File: src/rtl/mult_seq_control_pkg.sv
// mult_seq_control_pkg: state encodings and default operand width for the shift-add multiplier.
package mult_seq_control_pkg;
   localparam int DEF_WIDTH = 32;
   typedef enum logic [1:0] {
      IDLE = 2'd0,
      ITER = 2'd1,
      DONE = 2'd2
   } state_e;
endpackage

File: src/rtl/mult_counter.sv
// mult_counter: loadable iteration down-counter; K flags that the current decrement reaches zero.
module mult_counter
   import mult_seq_control_pkg::*;
#(
   parameter int WIDTH = DEF_WIDTH
) (
   input  logic Clk,
   input  logic Reset,
   input  logic Load,
   input  logic Dec,
   output logic K
);
   localparam int CW = $clog2(WIDTH + 1);
   logic [CW-1:0] cnt_q, cnt_d;
   always_comb begin
      cnt_d = cnt_q;
      if (Load) cnt_d = CW'(WIDTH);
      else if (Dec && cnt_q != '0) cnt_d = cnt_q - CW'(1);
   end
   always_ff @(posedge Clk) begin
      if (Reset) cnt_q <= '0;
      else cnt_q <= cnt_d;
   end
   // Combinational so the FSM leaves ITER on the very edge that empties the counter.
   assign K = (cnt_q == CW'(1));
endmodule

File: src/rtl/mult_seq_control.sv
// mult_seq_control: sequential shift-add multiplier FSM and datapath.
// Build option MULT_EARLY_EXIT_EN stops iterating once the remaining multiplier bits are zero.
module mult_seq_control
   import mult_seq_control_pkg::*;
#(
   parameter int WIDTH = DEF_WIDTH
) (
   input  logic               Clk,
   input  logic               Reset,
   input  logic               Start,
   input  logic [WIDTH-1:0]   Multiplicand,
   input  logic [WIDTH-1:0]   Multiplier,
   output logic               Busy,
   output logic               Done,
   output logic [2*WIDTH-1:0] Product
);
   state_e state_q, state_d;
   logic [2*WIDTH-1:0] a_q, a_d, p_q, p_d, product_q, product_d, p_next;
   logic [WIDTH-1:0] q_q, q_d;
   logic load, dec, k, finish;
   mult_counter #(.WIDTH(WIDTH)) u_cnt (
      .Clk   (Clk),
      .Reset (Reset),
      .Load  (load),
      .Dec   (dec),
      .K     (k)
   );
   assign p_next = q_q[0] ? p_q + a_q : p_q;
`ifdef MULT_EARLY_EXIT_EN
   assign finish = k | ((q_q >> 1) == '0);
`else
   assign finish = k;
`endif
   always_comb begin
      state_d   = state_q;
      a_d       = a_q;
      q_d       = q_q;
      p_d       = p_q;
      product_d = product_q;
      load      = 1'b0;
      dec       = 1'b0;
      case (state_q)
         IDLE: if (Start) begin
            a_d     = {{WIDTH{1'b0}}, Multiplicand};
            q_d     = Multiplier;
            p_d     = '0;
            load    = 1'b1;
            state_d = ITER;
         end
         ITER: begin
            dec = 1'b1;
            p_d = p_next;
            a_d = a_q << 1;
            q_d = q_q >> 1;
            if (finish) begin
               product_d = p_next;
               state_d   = DONE;
            end
         end
         default: state_d = IDLE;
      endcase
   end
   always_ff @(posedge Clk) begin
      if (Reset) begin
         state_q   <= IDLE;
         a_q       <= '0;
         q_q       <= '0;
         p_q       <= '0;
         product_q <= '0;
      end else begin
         state_q   <= state_d;
         a_q       <= a_d;
         q_q       <= q_d;
         p_q       <= p_d;
         product_q <= product_d;
      end
   end
   assign Busy    = (state_q == ITER) || (state_q == DONE);
   assign Done    = (state_q == DONE);
   assign Product = product_q;
endmodule

File: config.mk
export PLATFORM = sky130hd
export DESIGN_NAME = mult_seq_control
export DESIGN_NICKNAME = d
export VERILOG_FILES = /design/src/rtl/mult_seq_control_pkg.sv /design/src/rtl/mult_counter.sv /design/src/rtl/mult_seq_control.sv
export SDC_FILE = /design/constraint.sdc
export NUM_CORES = 1
export LEC_CHECK = 0
export ABC_AREA = 1
export CAP_MARGIN = 10
export CORE_ASPECT_RATIO = 0.75
export CORE_MARGIN = 3
export CORE_UTILIZATION = 33
export DETAILED_ROUTE_END_ITERATION = 12
export PLACE_DENSITY_LB_ADDON = 0.05
export SLEW_MARGIN = 30
export SYNTH_ARGS = -nofsm -noshare
export SYNTH_HDL_FRONTEND = slang
export SYNTH_HIERARCHICAL = 1
export SYNTH_SLANG_ARGS = --single-unit
File: constraint.sdc
create_clock -name Clk -period 5 [get_ports Clk]
set_input_delay 1.5 -clock Clk [delete_from_list [all_inputs] [get_ports Clk]]
set_output_delay 1.5 -clock Clk [all_outputs]
set_load 0.02 [all_outputs]
==> impl_metrics.ini <==
[sta]
hold_violations = 0
timing.fmax_mhz = 291.4
period_needed_ns = 3.432
setup_tns_ns = 0
rsz0062_at_grt = false
drv_slew = 0
worst_pin_slew_ns = 0.7713
fin_hold_ws_ns = 0.4661
setup_viol = 0
fin_crit_sh = 0.6864
skew_ns = 0.01148
relSlewSlack = 0.4858

[cells_and_area]
final_layout_size_suffix_gt1_frac = 0.06910
area_delta_synth_final_pct = 17.64
antenna_cells = 0
fin_cells = 3394
finalCoreUtilization = 0.3976
nNetsFinal = 2880

[detailed_routing]
drt_wl_total_um = 53460
vias = 15760
drtPass1Iterations = 7
drc = 0
wl_per_cell_um = 15.75
ant_nets = 0
drtIter0Drc = 1186
vias_per_cell = 4.643

[power_and_ir_drop]
p_seq_frac = 0.422
pwr-share-comb = 0.142
p_int_mw = 3.355
vdd_drop_max_mv = 0.2296
leakage_nw = 8.968
p_total_mw = 4.689
power.density_nw_per_um2 = 253.4
netSwitchingFraction = 0.2844
clkPwrFrac = 0.436
switchingPower_mw = 1.333

[worst_setup_path]
worstPathMaxFanout = 3
cp_num_buf_inv = 2
cpLargestDelayFamily = buffers and inverters
cp_cell_sequence = inv_1 > ha_1 > clkdlybuf4s50_1
crit_path_end_kind = output port
cp.arrival_ns = 1.93
startpoint_type = flip-flop
crit_type = reg2out
cp.required_ns = 3.50
max_stage_delay_ns = 0.61
cp_slowest_cell = clkdlybuf4s50_1

[grt]
track_usage = 0.2110
grt_pass1_wl_um = 84770
grt-ovfl-total = 0
grt_pass1_vias = 14830
grt_antenna_before_repair = 0
grt_max_degree = 125

[logic_synthesis]
syn-num-nets = 2804
synth-async-reset-ratio = 0
synth_top_family_by_area = simple AND/OR/NAND/NOR gates
syn_inst = 2667
synth_xor_area_frac = 0.01782
synth_compound_area_frac = 0.1188
syn_area_um2 = 15730
synth_top_area_frac = 0.2953
synth_cell_types = 42
ys_ff_latch = 232
synth_top_area_cell = dfxtp_1
syn_area_per_cell_um2 = 5.897
yosysWarnings = 6
synthTopCellsByArea = dfxtp_1 30%, nand2_1 25%, inv_1 10%, ha_1 5.5%, nor2_1 4.7%
synth_edf_count = 0
synth_seq_area_share = 0.2953
synth_fa_ha_area_frac = 0.05617
synth-main-ff-cell = dfxtp_1
synthSimpleGateAreaFrac = 0.3821
muxShareOfSynthArea = 0

[die]
io_pins = 133
die-area_um2 = 50340
fp-row-count = 68
initial_core_util = 0.3379
core_um2 = 46540
die_x_um = 258.1
die_height_um = 195.1

[placed_design]
gp_congestion = 0.9559
io_buffers = 132
hpwl_um = 41320
place_inst = 3344

[clocking]
clk_latency_ns = 0.58
cts_setup_buffers = 0
post_cts_resized = 0
cts_made_buffers = 27
cts.clk_slew.worst_paths_ns = 0.06
ctsLongestPathBuffers = 3
clock_sinks = 232
postCtsHoldBufs = 0
htree_num_levels = 1
root_buffer = clkbuf_16
tritoncts = built

[job]
cap_violations = 0

[min_path]
hold_path.class = reg2reg

[outcome]
status = completed
==> cell families (layout without fill, tap and decap cells) <==
group	after synthesis	count (layout)
xor+xnor	32	32
simple gates	1452	1452
fa+ha+maj	70	70
buf+inv	532	629
flops	232	232
compound gates	349	349
==> power by group through the flow <==
stage | Combinational [mW] | Clock [mW] | Sequential (mW)
2_1_floorplan | 0.449 | 0 | 2.00
3_3_place_gp | 0.655 | 0 | 2.02
5_1_grt | 0.744 | 2.19 | 1.99
3_5_place_dp | 0.665 | 0 | 2.02
6_report | 0.663 | 2.04 | 1.98
4_1_cts | 0.667 | 2.12 | 1.98
==> worst min-delay path, stage by stage, from the launching register on <==
cell     delay (ns)
dfxtp_1        0.31
nand2_1        0.06
a21oi_1        0.05
==> cells in the final DEF (no fill, tap or decap), drive strengths merged <==
cell	instances
nand2	1061
inv	431
dfxtp	232
nor2	214
a21oi	145
clkdlybuf4s50	131
o21ai	130
nand3	116
ha	69
a31oi	63
clkbuf	41
or2	36
xnor2	30
buf	15
nor3	14
clkinv	9
o211ai	5
nand4	4
a21o	4
nand3b	3
nor4	2
o21bai	2
xor2	2
and2	1
fa	1
clkinvlp	1
bufinv	1
and3	1
==> worst paths after layout <==
kind	startpoint	to	slack, ns	depth (start not counted)
worst max-delay path	state_q[1]	Busy	1.57	3
worst min-delay path	q_q[31]	q_q[31]	0.47	2
worst max register to register	a_q[0]	Product[62]	2.14	19
worst min register to register	q_q[31]	q_q[31]	0.47	2
==> area by class of cell <==
cell class,count,area (um^2)
Fill cell,5156,28040
Multi-Input combinational cell,1903,9055
Sequential cell,232,4646
Inverter,433,1629
Timing Repair Buffer,146,1465
Clock buffer,41,828.3
Tap cell,630,788.3
Clock inverter,9,91.34
==> sequential cells by signal (all words and copies together) (netlist names) <==
name and flops:
state_q 2, Product 64, u_cnt/cnt_q 6, p_q 64, q_q 32, a_q 64
==> routing by layer <==
| metal | routed length (um) | GRT usage |
|---|---|---|
| met1 | 29420 | 0.3394 |
| met2 | 19790 | 0.2880 |
| met3 | 3368 | 0.03941 |
| met4 | 876 | 0.03463 |
| met5 | 0 | 0 |
==> through the flow <==
stage          setup WS (ns)  instance area [um^2]
4_1_cts                1.532                 18500
3_5_place_dp           1.541                 17580
6_report               1.568                 18500
3_3_place_gp           1.567                 17580
5_1_grt                1.475                 18500
2_1_floorplan          2.446                 15730
==> cell usage after synthesis (15+ instances only) <==
cell type	count
nand2_1	1032
inv_1	417
dfxtp_1	232
nor2_1	198
a21oi_1	141
o21ai_0	111
nand3_1	96
clkbuf_1	71
ha_1	69
a31oi_1	63
or2_2	35
xnor2_1	30
nand2_2	27
nand3_2	20
o21ai_1	19
buf_2	15
nor2_2	15
No activity file was read; power rests on OpenSTA's default activity.
